**config.mk**
```make
export PLATFORM = sky130hd
export DESIGN_NAME = el2_dccm_port_arb
export DESIGN_NICKNAME = d
export VERILOG_FILES = /design/src/rtl/el2_dccm_port_arb.sv
export SDC_FILE = /design/constraint.sdc
export NUM_CORES = 1
export LEC_CHECK = 0
export CAP_MARGIN = 20
export CORE_AREA = 2 2 99 101
export DETAILED_ROUTE_END_ITERATION = 12
export DIE_AREA = 0 0 101 103
export PLACE_DENSITY = 0.66
export SLEW_MARGIN = 20
export SYNTH_ARGS = -nofsm -noshare
export SYNTH_HDL_FRONTEND = slang
export SYNTH_SLANG_ARGS = --single-unit
```
**constraint.sdc**
```tcl
create_clock -name clk -period 1.4 [get_ports clk]
set_clock_uncertainty 0.05 [all_clocks]
set_input_delay 0.21 -clock clk [delete_from_list [all_inputs] [get_ports clk]]
set_output_delay 0.21 -clock clk [all_outputs]
set_load 0.1 [all_outputs]
```
**src/rtl/el2_dccm_port_arb.sv**
```systemverilog
// ---------------------------------------------------------------------------
// el2_dccm_port_arb
//
// Arbitrates one single-ported DCCM between the LSU and a DMA master.
// LSU normally wins. A DMA request that keeps losing is promoted to
// priority after STARVE_MAX consecutive lost cycles. Priority returns to
// the LSU once the DMA is served or withdraws its request.
//
// Handshake: a request is consumed in the same cycle its grant is 1.
// There is no holding register. A requester that is not granted keeps its
// request asserted and retries. Read data returns exactly one cycle after
// the grant, tagged by lsu_rvalid or dma_rvalid.
//
// Ports
//   clk, rst_l                    clock, asynchronous active-low reset
//   lsu_req/wr/addr/wdata         LSU access request
//   dma_req/wr/addr/wdata         DMA access request
//   lsu_gnt, dma_gnt              same-cycle grants
//   dccm_rden/wren/addr/wdata     DCCM port drive
//   dccm_rdata                    DCCM read data, one cycle after rden
//   lsu_rvalid, dma_rvalid        read-return strobes
//   rd_data                       read data (dccm_rdata passed through)
//   dma_promoted                  arbiter state: 1 while DMA has priority
// ---------------------------------------------------------------------------
module el2_dccm_port_arb #(
    parameter int DCCM_BITS        = 16,
    parameter int DCCM_FDATA_WIDTH = 39,
    parameter int STARVE_MAX       = 3
) (
    input  logic                        clk,
    input  logic                        rst_l,
    input  logic                        lsu_req,
    input  logic                        lsu_wr,
    input  logic [DCCM_BITS-1:0]        lsu_addr,
    input  logic [DCCM_FDATA_WIDTH-1:0] lsu_wdata,
    input  logic                        dma_req,
    input  logic                        dma_wr,
    input  logic [DCCM_BITS-1:0]        dma_addr,
    input  logic [DCCM_FDATA_WIDTH-1:0] dma_wdata,
    output logic                        lsu_gnt,
    output logic                        dma_gnt,
    output logic                        dccm_rden,
    output logic                        dccm_wren,
    output logic [DCCM_BITS-1:0]        dccm_addr,
    output logic [DCCM_FDATA_WIDTH-1:0] dccm_wdata,
    input  logic [DCCM_FDATA_WIDTH-1:0] dccm_rdata,
    output logic                        lsu_rvalid,
    output logic                        dma_rvalid,
    output logic [DCCM_FDATA_WIDTH-1:0] rd_data,
    output logic                        dma_promoted
);

    localparam logic LSU_PRI = 1'b0;
    localparam logic DMA_PRI = 1'b1;

    localparam logic [3:0] STARVE_MAX_C = 4'(STARVE_MAX);

    logic       state_q, state_d;
    logic [3:0] starve_cnt_q, starve_cnt_d;
    logic [3:0] starve_inc;
    logic [1:0] owner_q, owner_d;   // {lsu read, dma read} granted last cycle
    logic       dma_lost;

    // Grants depend only on the registered state. Because of this, a
    // transition at the coming edge cannot affect this cycle's winner.
    always_comb begin
        lsu_gnt = 1'b0;
        dma_gnt = 1'b0;
        if (state_q == LSU_PRI) begin
            lsu_gnt = lsu_req;
            dma_gnt = dma_req & ~lsu_req;
        end else begin
            dma_gnt = dma_req;
            lsu_gnt = lsu_req & ~dma_req;
        end
    end

    // DCCM port mux. When there is no grant, the mux drives zeros so that
    // the port never shows stale values.
    always_comb begin
        dccm_rden  = 1'b0;
        dccm_wren  = 1'b0;
        dccm_addr  = '0;
        dccm_wdata = '0;
        if (lsu_gnt) begin
            dccm_rden  = ~lsu_wr;
            dccm_wren  = lsu_wr;
            dccm_addr  = lsu_addr;
            dccm_wdata = lsu_wdata;
        end else if (dma_gnt) begin
            dccm_rden  = ~dma_wr;
            dccm_wren  = dma_wr;
            dccm_addr  = dma_addr;
            dccm_wdata = dma_wdata;
        end
    end

    // Starvation tracking and the priority state machine.
    always_comb begin
        dma_lost     = dma_req & ~dma_gnt;
        starve_inc   = starve_cnt_q + 4'd1;
        starve_cnt_d = 4'd0;
        if (dma_lost) begin
            starve_cnt_d = (starve_cnt_q == STARVE_MAX_C) ? starve_cnt_q : starve_inc;
        end

        state_d = state_q;
        if (state_q == LSU_PRI) begin
            // Promote at the edge where this loss brings the count to the limit.
            if (dma_lost && (starve_inc == STARVE_MAX_C)) begin
                state_d = DMA_PRI;
            end
        end else begin
            // Priority lasts until the DMA is served or it withdraws.
            if (dma_gnt || !dma_req) begin
                state_d = LSU_PRI;
            end
        end

        owner_d = {lsu_gnt & ~lsu_wr, dma_gnt & ~dma_wr};
    end

    always_ff @(posedge clk or negedge rst_l) begin
        if (!rst_l) begin
            state_q      <= LSU_PRI;
            starve_cnt_q <= 4'd0;
            owner_q      <= 2'b00;
        end else begin
            state_q      <= state_d;
            starve_cnt_q <= starve_cnt_d;
            owner_q      <= owner_d;
        end
    end

    assign lsu_rvalid   = owner_q[1];
    assign dma_rvalid   = owner_q[0];
    assign rd_data      = dccm_rdata;
    assign dma_promoted = (state_q == DMA_PRI);

endmodule
```
# After elaboration in Yosys (flattened, before gate mapping)
# Cells that the tools add are included.
dict set report classes {
  n_addsub 1
  n_mux 15
  reduce_logical 3
  bitwise 10
  eq_ne 3
}
# cell count
set op_table {}
lappend op_table {{39-bit 2-to-1 mux} 2}
lappend op_table {{16-bit 2-to-1 mux} 2}
lappend op_table {{1-bit 2-to-1 mux} 9}
lappend op_table {{4-bit by 2-bit == test with 1-bit output (second input constant)} 2}
lappend op_table {{4-bit 2-to-1 mux} 2}
lappend op_table {{1-bit bitwise AND} 5}
lappend op_table {{1-bit inverter} 5}
lappend op_table {{4-bit by 1-bit adder with 4-bit output (second input constant)} 1}
lappend op_table {{2-bit != test (second input constant)} 1}
lappend op_table {{1-bit logical AND} 1}
lappend op_table {{1-bit zero test} 1}
lappend op_table {{1-bit logical OR} 1}
dict set report totals {
  wordCells 35
  ff_bits 7
  out_inout_bits 101
  inputBits 155
}

# Longest topological paths before layout
dict set report logic_depth {
  depth_word 8
  ltp_mapped 5
  mapped_depth_nobuf 4
}

# Worst setup path after synthesis
# Ideal clock, no wire load.
dict set report synth_timing {
  kind {register to output}
  startpoint {reg state_q, in the netlist dma_promoted}
  endpoint {out dccm_wdata[20]}
  setup_slack_ps -1875
  t_arrival_ps 3015
  stages_incl_launch_ff 4
  required_ps 1140
  cell_sequence {dfrtp_1 -> a21boi_2 -> buf_1 -> a22o_1}
}
dict set report synth_via {
  word_cells_on_any_way 4
  classes_between {mux (4)}
}
# item line_no
set synth_rtl {}
lappend synth_rtl {{start: declaration} 58} ;# logic state_q, state_d;
lappend synth_rtl {{start signal: assignment} 129} ;# state_q <= state_d;
lappend synth_rtl {{1-bit 2-to-1 mux} 69} ;# if (state_q == LSU_PRI) begin
lappend synth_rtl {{named net lsu_gnt} 40} ;# output logic lsu_gnt,
lappend synth_rtl {{39-bit 2-to-1 mux} 85} ;# if (lsu_gnt) begin
lappend synth_rtl {{end: declaration} 45} ;# output logic [DCCM_FDATA_WIDTH-1:0] dccm_wdata,
# The timed path passes the listed nets, and every way through them passes these cells.

# Worst setup path in the final report
dict set report layout_timing {
  startpoint {reg state_q, in the netlist dma_promoted}
  endpoint {out dccm_wdata[26]}
}
dict set report layout_via {
  elab_chain_cells 3
  word_cells_on_any_way 4
  classes_between {mux (4)}
}
# item line_no
set layout_rtl {}
lappend layout_rtl {{1-bit 2-to-1 mux} 69}
lappend layout_rtl {{39-bit 2-to-1 mux} 90} ;# end else if (dma_gnt) begin
lappend layout_rtl {{39-bit 2-to-1 mux *} 85}
# Every way passes the cells marked *; elsewhere a longest branch is shown, timed or not.

==> results.sh <==
export IMPL_crit_path_start_kind="register"
export IMPL_relSlewSlack_pct=77.1
export IMPL_num_vias=1773
export IMPL_grt_pass1_wl_um=9610
export IMPL_fmax_mhz=522
export IMPL_finalCritPeriodShare_pct=137
export IMPL_hold_viol_final=0
export IMPL_synth_avg_cell_area_um2=8.80
export IMPL_grt_overflow=0
export IMPL_p_per_area_nw_per_um2=691
export IMPL_ys_flop_type="dfrtp_1"
export IMPL_layout_nets=454
export IMPL_multi_input_comb_area_um2=1200
export IMPL_fin_tns_setup_ns=-28.47
export IMPL_cts_buffers=3
export IMPL_seq_area_um2=179
export IMPL_ys_warn_count=0
export IMPL_dieArea_um2=10400
export IMPL_drt_wl_total_um=7430
export IMPL_synthCells=138
export IMPL_ys_seq_elements=7
export IMPL_antenna_left=0
export IMPL_antenna_found_initial=2
export IMPL_grt_total_usage_pct=11.8
export IMPL_slew_viol_final=0
export IMPL_clock_path_buffers=2
export IMPL_drc=0
export IMPL_die_y_um=103
export IMPL_core_area_um2=9460
export IMPL_rsz0062_at_grt="true"
export IMPL_worst_slew_pin_slew_ns=0.343
export IMPL_port_buffers=177
export IMPL_clk_latency_ns=0.22
export IMPL_holdCritPathClass="primary input to asynchronous set/reset pin"
export IMPL_synth_edf_count=0
export IMPL_ys_types=26
export IMPL_grt_max_degree=22
export IMPL_die_w_um=101
export IMPL_dpl_instance_area_um2=4020
export IMPL_finalWorstSetupSlack_ns=-0.517
export IMPL_critPathKind="register to output port"
export IMPL_failed_checks="negative setup slack"
export IMPL_clockRootBuffer="clkbuf_8"
export IMPL_wl_per_cell_um=18.1
export IMPL_clk_pin_slew_ns=0.04
export IMPL_whs_ns=0.208
export IMPL_cap_violations=0
export IMPL_outcome="finished, violations left"
export IMPL_power_total_mw=3.01
export IMPL_rows=36
export IMPL_syn_nets=295
export IMPL_areaGrowthSynthToFinish_pct=259
export IMPL_ctsHoldBuffers=0
export IMPL_netlist_area_um2=1210
export IMPL_yosysSeqAreaShare_pct=14.4
export IMPL_worstPathMaxFanout=11
export IMPL_stdcell_area_um2=4360
export IMPL_dr_first_iter_drc_count=30
export IMPL_cts_htree_levels=1
export IMPL_nFillCells=830
export IMPL_dp_hpwl_um=5820
export IMPL_cts_tree="done"
export IMPL_async_flop_share_pct=100
export IMPL_layout_drive_gt1_share_pct=54.1
export IMPL_gp_congestion=0.790
export IMPL_leakage_nw=1.89
export IMPL_critical_path_arrival_ns=1.66
export IMPL_min_period_ns=1.92
export IMPL_setup_viol=59
export IMPL_peakVddDrop_mv=0.270
export IMPL_dr_pass1_iters=4
export IMPL_viasPerCell=4.31
export IMPL_initial_core_util_pct=12.8
export IMPL_end_kind="output port"
export IMPL_grt_pass1_vias=1872
export IMPL_io_pins=256
export IMPL_clock_sinks=7
export IMPL_crit_required_ns=1.14
-- area by class of cell --
cell class                      count  area share, %
Tap cell                          114           3.27
Timing Repair Buffer              204           63.9
Antenna cell                        1         0.0574
Multi-Input combinational cell     80           27.6
Inverter                            1         0.0862
Sequential cell                     7           4.11
Clock buffer                        4           1.03
-- cells by family (layout without fill, tap and decap cells) --
group / count (synthesis) / in the layout / share of synthesized area, %
AOI/OAI and AO/OA: 59 / 59 / 42.3
xor gates and xnor gates: 2 / 2 / 1.44
adders and majority gates: 2 / 2 / 2.06
buffers and inverters: 52 / 209 / 31.2
DFF: 7 / 7 / 14.4
other: 0 / 1 / 0
and+or+nand+nor: 16 / 17 / 8.55
-- synthesized netlist by cell type, drive strengths merged (2+ instances only) --
| master | n | share of area [%] |
|---|---|---|
| a22o | 56 | 40 |
| buf | 51 | 31 |
| dfrtp | 7 | 14 |
| ha | 2 | 2.1 |
| nand2b | 2 | 1.0 |
| nor2 | 2 | 0.62 |
| nor2b | 2 | 1.0 |
-- flip-flops by register name, summed over array words and instances, names as in the netlist --
name / count
dma_promoted: 1
owner_q: 2
starve_cnt_q: 4
-- layer usage --
metal,up-vias,part of all wire (%),track usage (%),routed length (µm)
li1,806,-,-,-
met1,831,35,12.1,2600
met2,122,53,22.4,3970
met3,14,10,4.61,756
met4,0,1.4,2.91,104
met5,-,0,0,0
-- where the power goes --
group / internal [mW] / switching, mW / total [mW]
registers: 0.210 / 0.00436 / 0.214
logic: 1.13 / 1.39 / 2.52
clock network: 0.196 / 0.0802 / 0.277
total: 1.53 / 1.48 / 3.01
-- cells in the final DEF (no fill, tap or decap), types with 2 or more instances in the layout --
master	netlist	layout
clkbuf_8	0	3
dfrtp_1	7	6
clkdlybuf4s50_1	0	113
nor2_1	2	2
dlygate4sd2_1	0	2
buf_6	4	6
clkbuf_16	0	4
buf_12	0	66
a22o_4	0	55
buf_4	39	10
and2_4	1	2
buf_16	0	2
-- what timing repair did --
action / CTS / global route
cloned: 1 / 6
buffers inserted: 2 / 2
endpoints found under the setup margin: 60 / 63
gates resized for setup: 12 / 13
pin swaps: 3 / 4
-- final timing paths --
| path | slack, ns | cells after the start | start | to |
|---|---|---|---|---|
| max | -0.52 | 5 | dma_promoted$_DFF_PN0_ | dccm_wdata[26] |
| min | 0.21 | 1 | rst_l | starve_cnt_q[2]$_DFFE_PN0P_ |
| max reg2reg | 0.06 | 4 | starve_cnt_q[0]$_DFFE_PN0P_ | starve_cnt_q[1]$_DFFE_PN0P_ |
| min reg2reg | 0.50 | 2 | starve_cnt_q[3]$_DFFE_PN0P_ | starve_cnt_q[2]$_DFFE_PN0P_ |
| max in group asynchronous | 0.81 | 1 | rst_l | dma_promoted$_DFF_PN0_ |
| min in group clk | 0.37 | 0 | dccm_rdata[0] | rd_data[0] |
-- stage by stage --
stage / setup WS, ns / utilization [%] / std cells
floorplan: -0.433 / - / 138
global placement: -0.501 / 42.5 / 395
detailed placement: -0.524 / 42.5 / 395
CTS: -0.530 / 43.9 / 402
global route: -0.555 / 46.0 / 410
finish: -0.517 / 46.1 / 411
-- critical path: stages, from the launching register on --
cell      delay (ns)
dfrtp_4         0.47
nand2b_4        0.16
and2_4          0.20
buf_12          0.17
a22o_4          0.26
buf_12          0.16
(Power assumes the default switching activity.)
